### src/rtl/cafeteira_uc_multidose.sv
// Multi-dose coffee machine control unit: cup check, pump, heater and valve per dose,
// with internal heater/end timers, bounded cup retries and user abort.
module cafeteira_uc_multidose #(
  parameter int MAX_DOSES  = 4,
  parameter int DOSE_W     = 3,
  parameter int RETRY_MAX  = 3,
  parameter int T_INTERF   = 50,
  parameter int T_HEAT_MAX = 1000,
  parameter int T_FIM      = 200,
  parameter int CNT_W      = 16
) (
  input  logic              clock,
  input  logic              reset,
  input  logic              preparar,
  input  logic              abortar,
  input  logic              pronto_serial,
  input  logic [DOSE_W-1:0] doses,
  input  logic              pronto_sensor_xicara,
  input  logic              tem_xicara,
  input  logic              timeout_xicara,
  input  logic              fim_bomba,
  input  logic              fim_temperatura,
  input  logic              fim_valvula,
  output logic              zera_sensor_xicara,
  output logic              zera_bomba,
  output logic              zera_valvula,
  output logic              zera_serial,
  output logic              zera_ebulidor,
  output logic              verifica_xicara,
  output logic              liga_bomba,
  output logic              ebulidor,
  output logic              liga_valvula,
  output logic              erro_sem_xicara,
  output logic              erro_timeout_ebulidor,
  output logic              erro_abortado,
  output logic              pronto,
  output logic [DOSE_W-1:0] dose_atual,
  output logic [4:0]        db_estado
);

  typedef enum logic [4:0] {
    S_INICIAL         = 5'b00000,
    S_PREPARA         = 5'b00001,
    S_ESPERA_MODO     = 5'b00011,
    S_PREP_XICARA     = 5'b01000,
    S_ATIVA_XICARA    = 5'b01001,
    S_ESPERA_XICARA   = 5'b01010,
    S_ERRO_XICARA     = 5'b01011,
    S_ATIVA_BOMBA     = 5'b01100,
    S_ESPERA_BOMBA    = 5'b01101,
    S_ATIVA_EBULIDOR  = 5'b01110,
    S_ESPERA_INTERF   = 5'b10100,
    S_ESPERA_EBULIDOR = 5'b10010,
    S_ERRO_EBULIDOR   = 5'b01111,
    S_ATIVA_VALVULA   = 5'b10000,
    S_ESPERA_VALVULA  = 5'b10011,
    S_PROX_DOSE       = 5'b10101,
    S_FIM             = 5'b10001,
    S_ABORTADO        = 5'b10110
  } state_t;

  localparam int                RW          = (RETRY_MAX > 0) ? $clog2(RETRY_MAX + 1) : 1;
  localparam logic [RW-1:0]     RETRY_LIM   = RW'(RETRY_MAX);
  localparam logic [DOSE_W-1:0] MAX_D       = DOSE_W'(MAX_DOSES);
  localparam logic [CNT_W-1:0]  INTERF_LAST = CNT_W'(T_INTERF - 1);
  localparam logic [CNT_W-1:0]  HEAT_LAST   = CNT_W'(T_HEAT_MAX - 1);
  localparam logic [CNT_W-1:0]  FIM_LAST    = CNT_W'(T_FIM - 1);

  state_t            state_q, state_d;
  logic [CNT_W-1:0]  cnt_q, cnt_d;
  logic [DOSE_W-1:0] dose_q, dose_d;
  logic [DOSE_W-1:0] target_q, target_d;
  logic [RW-1:0]     retry_q, retry_d;
  logic              abortable;

  assign abortable = !(state_q inside {S_INICIAL, S_PREPARA, S_ERRO_XICARA,
                                       S_ERRO_EBULIDOR, S_ABORTADO});

  always_comb begin
    state_d  = state_q;
    dose_d   = dose_q;
    target_d = target_q;
    retry_d  = retry_q;
    if (abortar && abortable) begin
      state_d = S_ABORTADO;
    end else begin
      case (state_q)
        S_INICIAL:      if (preparar) state_d = S_PREPARA;
        S_PREPARA:      state_d = S_ESPERA_MODO;
        S_ESPERA_MODO: begin
          if (pronto_serial) begin
            state_d = S_PREP_XICARA;
            dose_d  = DOSE_W'(1);
            retry_d = '0;
            if (doses == '0)        target_d = DOSE_W'(1);
            else if (doses > MAX_D) target_d = MAX_D;
            else                    target_d = doses;
          end
        end
        S_PREP_XICARA:  state_d = S_ATIVA_XICARA;
        S_ATIVA_XICARA: state_d = S_ESPERA_XICARA;
        S_ESPERA_XICARA: begin
          // A completed measurement outranks a simultaneous sensor timeout.
          if (pronto_sensor_xicara) begin
            state_d = tem_xicara ? S_ATIVA_BOMBA : S_ERRO_XICARA;
          end else if (timeout_xicara) begin
            if (retry_q == RETRY_LIM) begin
              state_d = S_ERRO_XICARA;
            end else begin
              retry_d = retry_q + 1'b1;
              state_d = S_PREP_XICARA;
            end
          end
        end
        S_ATIVA_BOMBA:    state_d = S_ESPERA_BOMBA;
        S_ESPERA_BOMBA:   if (fim_bomba) state_d = S_ATIVA_EBULIDOR;
        S_ATIVA_EBULIDOR: state_d = S_ESPERA_INTERF;
        S_ESPERA_INTERF:  if (cnt_q == INTERF_LAST) state_d = S_ESPERA_EBULIDOR;
        S_ESPERA_EBULIDOR: begin
          if (fim_temperatura)         state_d = S_ATIVA_VALVULA;
          else if (cnt_q == HEAT_LAST) state_d = S_ERRO_EBULIDOR;
        end
        S_ATIVA_VALVULA:  state_d = S_ESPERA_VALVULA;
        S_ESPERA_VALVULA: if (fim_valvula) state_d = S_PROX_DOSE;
        S_PROX_DOSE: begin
          if (dose_q == target_q) begin
            state_d = S_FIM;
          end else begin
            dose_d  = dose_q + 1'b1;
            retry_d = '0;
            state_d = S_PREP_XICARA;
          end
        end
        S_FIM:           if (cnt_q == FIM_LAST) state_d = S_INICIAL;
        S_ERRO_XICARA:   state_d = S_INICIAL;
        S_ERRO_EBULIDOR: state_d = S_INICIAL;
        S_ABORTADO:      state_d = S_INICIAL;
        default:         state_d = S_INICIAL;
      endcase
    end

    if (state_d == S_INICIAL) begin
      dose_d  = '0;
      retry_d = '0;
    end

    // One shared timer: restarts on every state change, runs only in timed states.
    if (state_d != state_q)
      cnt_d = '0;
    else if (state_q inside {S_ESPERA_INTERF, S_ESPERA_EBULIDOR, S_FIM})
      cnt_d = cnt_q + 1'b1;
    else
      cnt_d = cnt_q;
  end

  logic zera_all_d;
  assign zera_all_d = (state_d == S_INICIAL) || (state_d == S_PREPARA);

  always_ff @(posedge clock or posedge reset) begin
    if (reset) begin
      state_q               <= S_INICIAL;
      cnt_q                 <= '0;
      dose_q                <= '0;
      target_q              <= '0;
      retry_q               <= '0;
      zera_sensor_xicara    <= 1'b1;
      zera_bomba            <= 1'b1;
      zera_valvula          <= 1'b1;
      zera_serial           <= 1'b1;
      zera_ebulidor         <= 1'b1;
      verifica_xicara       <= 1'b0;
      liga_bomba            <= 1'b0;
      ebulidor              <= 1'b0;
      liga_valvula          <= 1'b0;
      erro_sem_xicara       <= 1'b0;
      erro_timeout_ebulidor <= 1'b0;
      erro_abortado         <= 1'b0;
      pronto                <= 1'b0;
    end else begin
      state_q               <= state_d;
      cnt_q                 <= cnt_d;
      dose_q                <= dose_d;
      target_q              <= target_d;
      retry_q               <= retry_d;
      zera_sensor_xicara    <= zera_all_d || (state_d == S_PREP_XICARA);
      zera_bomba            <= zera_all_d;
      zera_valvula          <= zera_all_d;
      zera_serial           <= zera_all_d;
      zera_ebulidor         <= zera_all_d;
      verifica_xicara       <= (state_d == S_ATIVA_XICARA);
      liga_bomba            <= (state_d == S_ATIVA_BOMBA);
      ebulidor              <= state_d inside {S_ATIVA_EBULIDOR, S_ESPERA_INTERF,
                                               S_ESPERA_EBULIDOR};
      liga_valvula          <= (state_d == S_ATIVA_VALVULA);
      erro_sem_xicara       <= (state_d == S_ERRO_XICARA);
      erro_timeout_ebulidor <= (state_d == S_ERRO_EBULIDOR);
      erro_abortado         <= (state_d == S_ABORTADO);
      pronto                <= (state_d == S_FIM);
    end
  end

  assign dose_atual = dose_q;
  assign db_estado  = state_q;

endmodule

### config.mk
export PLATFORM = sky130hd
export DESIGN_NAME = cafeteira_uc_multidose
export DESIGN_NICKNAME = d
export VERILOG_FILES = /design/src/rtl/cafeteira_uc_multidose.sv
export SDC_FILE = /design/constraint.sdc
export NUM_CORES = 1
export LEC_CHECK = 0
export ABC_CLOCK_PERIOD_IN_PS = 2900
export BUFFER_PORTS_ARGS = -buffer_cell sky130_fd_sc_hd__buf_2
export CAP_MARGIN = 20
export CORE_ASPECT_RATIO = 2
export CORE_MARGIN = 5
export CORE_UTILIZATION = 50
export DETAILED_ROUTE_END_ITERATION = 16
export MAX_ROUTING_LAYER = met4
export PLACE_DENSITY = 0.75
export SYNTH_ARGS = -nofsm -noshare
export SYNTH_HDL_FRONTEND = slang
export SYNTH_SLANG_ARGS = --single-unit
### constraint.sdc
create_clock -name clock -period 2.9 [get_ports clock]
set_input_delay 0.29 -clock clock [delete_from_list [all_inputs] [get_ports clock]]
set_output_delay 0.29 -clock clock [all_outputs]
set_load 0.05 [all_outputs]
==> results.py <==
metrics = {
    "timing": {
        "worst_slack_ps": -105,
        "clock.fmax_mhz": 333,
        "period_share_pct": 104,
        "hold_violations": 0,
        "setup_viol": 16,
        "rsz0062_at_grt": "true",
        "holdWs_ps": 170,
        "slew_violations": 0,
        "skew_ps": 6.81,
        "worstMarginPinSlew_ps": 904,
        "max-slew-margin-rel_pct": 39.6,
        "period_needed_ps": 3010,
    },
    "power": {
        "power.leakage_uw": 0.00148,
        "finalPower_uw": 3400,
        "powerDensity_nw_per_um2": 1000,
        "irDropWorstVdd_mv": 0.790,
    },
    "place": {
        "dp_hpwl_mm": 5.96,
        "place.gp.congestion": 1.02,
        "numPortBuffers": 34,
    },
    "global_route": {
        "grt_max_degree": 26,
        "grt_pass1_wl_mm": 12.6,
        "antenna_found_initial": 0,
        "grt_pass1_vias": 2750,
        "grt_use_total_pct": 22.5,
        "grt_overflow": 0,
    },
    "cts": {
        "clock_latency_ps": 300,
        "cts_tree": "built",
        "cts.hold.buffers_added": 0,
        "cts.sinks": 39,
        "post_cts_buffers": 0,
        "clkTransAtPathRegs_ps": 90,
        "numCtsBuffers": 5,
        "cts_root_buf": "clkbuf_8",
        "h-tree-depth": 2,
        "clockBufferDepth": 2,
    },
    "worst_setup_path": {
        "endpoint_kind": "flip-flop",
        "required_ps": 3070,
        "r2r_slack_ps": -110,
        "path_class": "reg -> reg",
        "reg2reg_depth": 8,
        "cp.arrival_ps": 3180,
        "reg2reg_from": "cnt_q[12]",
        "path_max_fanout": 16,
        "start_kind": "flip-flop",
        "reg2reg_to": "cnt_q[13]",
    },
    "floorplanning": {
        "fp.dieW_um": 62.7,
        "dieArea_um2": 7220,
        "start_util_pct": 51.2,
        "core_area_um2": 5420,
        "die_h_um": 115,
        "ioPinCount": 35,
        "num_rows": 38,
    },
    "yosys": {
        "synth_cell_type_count": 64,
        "synthTopCellsByArea": "dfrtp_1, or3_1, xor2_1",
        "netlist_top_cells_count": "dfrtp_1, nor2_1, or3_1, nand2_1, nor3_1",
        "syn_avg_cell_area_um2": 8.61,
        "synth_cells": 322,
        "synth_area_um2": 2770,
        "yosys.area.top_type": "dfrtp_1",
        "synth-async-reset-ratio_pct": 100,
        "yosysTopAreaCellShare_pct": 33.4,
        "ys.flop_type": "dfrtp_1",
        "synth-edff-count": 0,
        "ys_seq_area_share_pct": 35.3,
        "synth_most_common_cell": "dfrtp_1",
        "synth-seq-cells": 39,
        "syn-num-nets": 340,
        "ys_warn_count": 0,
    },
    "detailed_routing": {
        "first_pass_iters": 4,
        "drc": 0,
        "totalWireLength_mm": 7.71,
        "ant_nets": 0,
        "drtIter0Drc": 156,
        "vias": 2725,
        "post_drt_wl_per_cell_um": 17.3,
        "vias_per_cell": 6.11,
    },
    "final_layout": {
        "fill_cells": 481,
        "insertedDiodeCount": 0,
        "layout-drive-gt1-share_pct": 29.5,
        "finish.utilization_pct": 62.7,
        "area_growth_pct": 22.7,
        "nNetsFinal": 403,
        "register_area_um2": 983,
        "multi_input_area_um2": 1700,
    },
    "run_status": {
        "violations": "negative setup slack",
        "status": "finished with violations",
    },
    "run": {
        "cap_violations": 0,
    },
    "min_path": {
        "hold_path.class": "in -> async",
    },
}
==> flip-flops by register name (all words and copies together) (netlist names) <==
register	cells
cnt_q	16
db_estado	5
dose_atual	3
ebulidor	1
erro_abortado	1
erro_sem_xicara	1
erro_timeout_ebulidor	1
liga_bomba	1
liga_valvula	1
pronto	1
retry_q	2
target_q	3
verifica_xicara	1
zera_ebulidor	1
zera_sensor_xicara	1
==> worst max-delay path: stages (launching register included) <==
cell	delay (ps)
dfrtp_1	390
or4_1	520
or4_4	450
a221o_1	370
or4b_4	510
a221oi_4	320
buf_12	170
or3_1	120
nor3_2	40
==> metal layers <==
metal | global-route usage (%) | share of wire, % | routed length, µm | up-vias
li1 | - | - | - | 1302
met1 | 20.5 | 34 | 2650 | 1293
met2 | 41.2 | 54 | 4170 | 91
met3 | 3.52 | 4.1 | 318 | 39
met4 | 16.4 | 7.4 | 571 | 0
met5 | - | 0 | 0 | -
==> cells by family after synthesis <==
kind of cell	after synthesis	share of synthesized area, %
mux	5	1.94
buf+inv	33	5.14
fa+ha+maj	4	1.81
compound gates	59	15.8
simple gates	160	33.1
xor+xnor	22	6.95
flops	39	35.3
==> per-stage QoR <==
step | instance area (µm²) | setup slack (ps) | TNS, ps | cells
2_1_floorplan | 2790 | -54.8 | -469 | 322
3_3_place_gp | 3280 | -49.3 | -429 | 438
3_5_place_dp | 3280 | -93.2 | -971 | 438
4_1_cts | 3370 | -114 | -1280 | 446
5_1_grt | 3400 | -204 | -2640 | 446
6_report | 3400 | -105 | -1150 | 446
==> timing repair <==
item                                    in CTS  in global routing
resized for setup                            0                  8
cloned                                       0                  0
pin swaps                                    0                  0
endpoints found under the setup margin      16                 18
==> layout make-up <==
type | count | share of cell area, %
timing repair buffer | 75 | 14.8
multi-input combinational | 250 | 49.9
tap | 60 | 2.21
inverter | 14 | 1.55
sequential | 39 | 28.9
clock buffer | 5 | 2.02
clock inverter | 3 | 0.589
==> cell usage in the layout, fill, tap and decap left out, types with 3 or more instances in the layout <==
cell type   n
a211oi_1    4
a21oi_1    10
buf_2      34
buf_4      39
clkbuf_8    5
dfrtp_1    33
dfrtp_2     4
ha_1        4
inv_1      14
mux2_2      3
nand2_1    22
nand2b_1    9
nand3_1     6
nand3b_1    5
nand4_1     7
nor2_1     24
nor3_1     19
nor3_2      4
nor4_1      7
nor4bb_1    4
o211ai_1    5
o21ai_0     9
or2_2       6
or3_1      23
xnor2_1     7
xor2_1     14
==> worst max path at each step <==
stage / start / to / slack, ps / cells past startpoint
after floorplan: cnt_q[14] / cnt_q[0] / -50 / 8
after global placement: cnt_q[14] / cnt_q[13] / -50 / 8
after detailed placement: cnt_q[14] / cnt_q[13] / -90 / 8
after CTS: cnt_q[14] / cnt_q[13] / -110 / 8
after global routing: cnt_q[14] / cnt_q[10] / -200 / 8
final: cnt_q[12] / cnt_q[13] / -110 / 8
==> power by group <==
group	internal [µW]	total, µW	switching (µW)
clock	168	380	213
sequential	647	754	106
combinational	914	2270	1350
total	1730	3400	1670
Power figures use the tool's default switching activity.
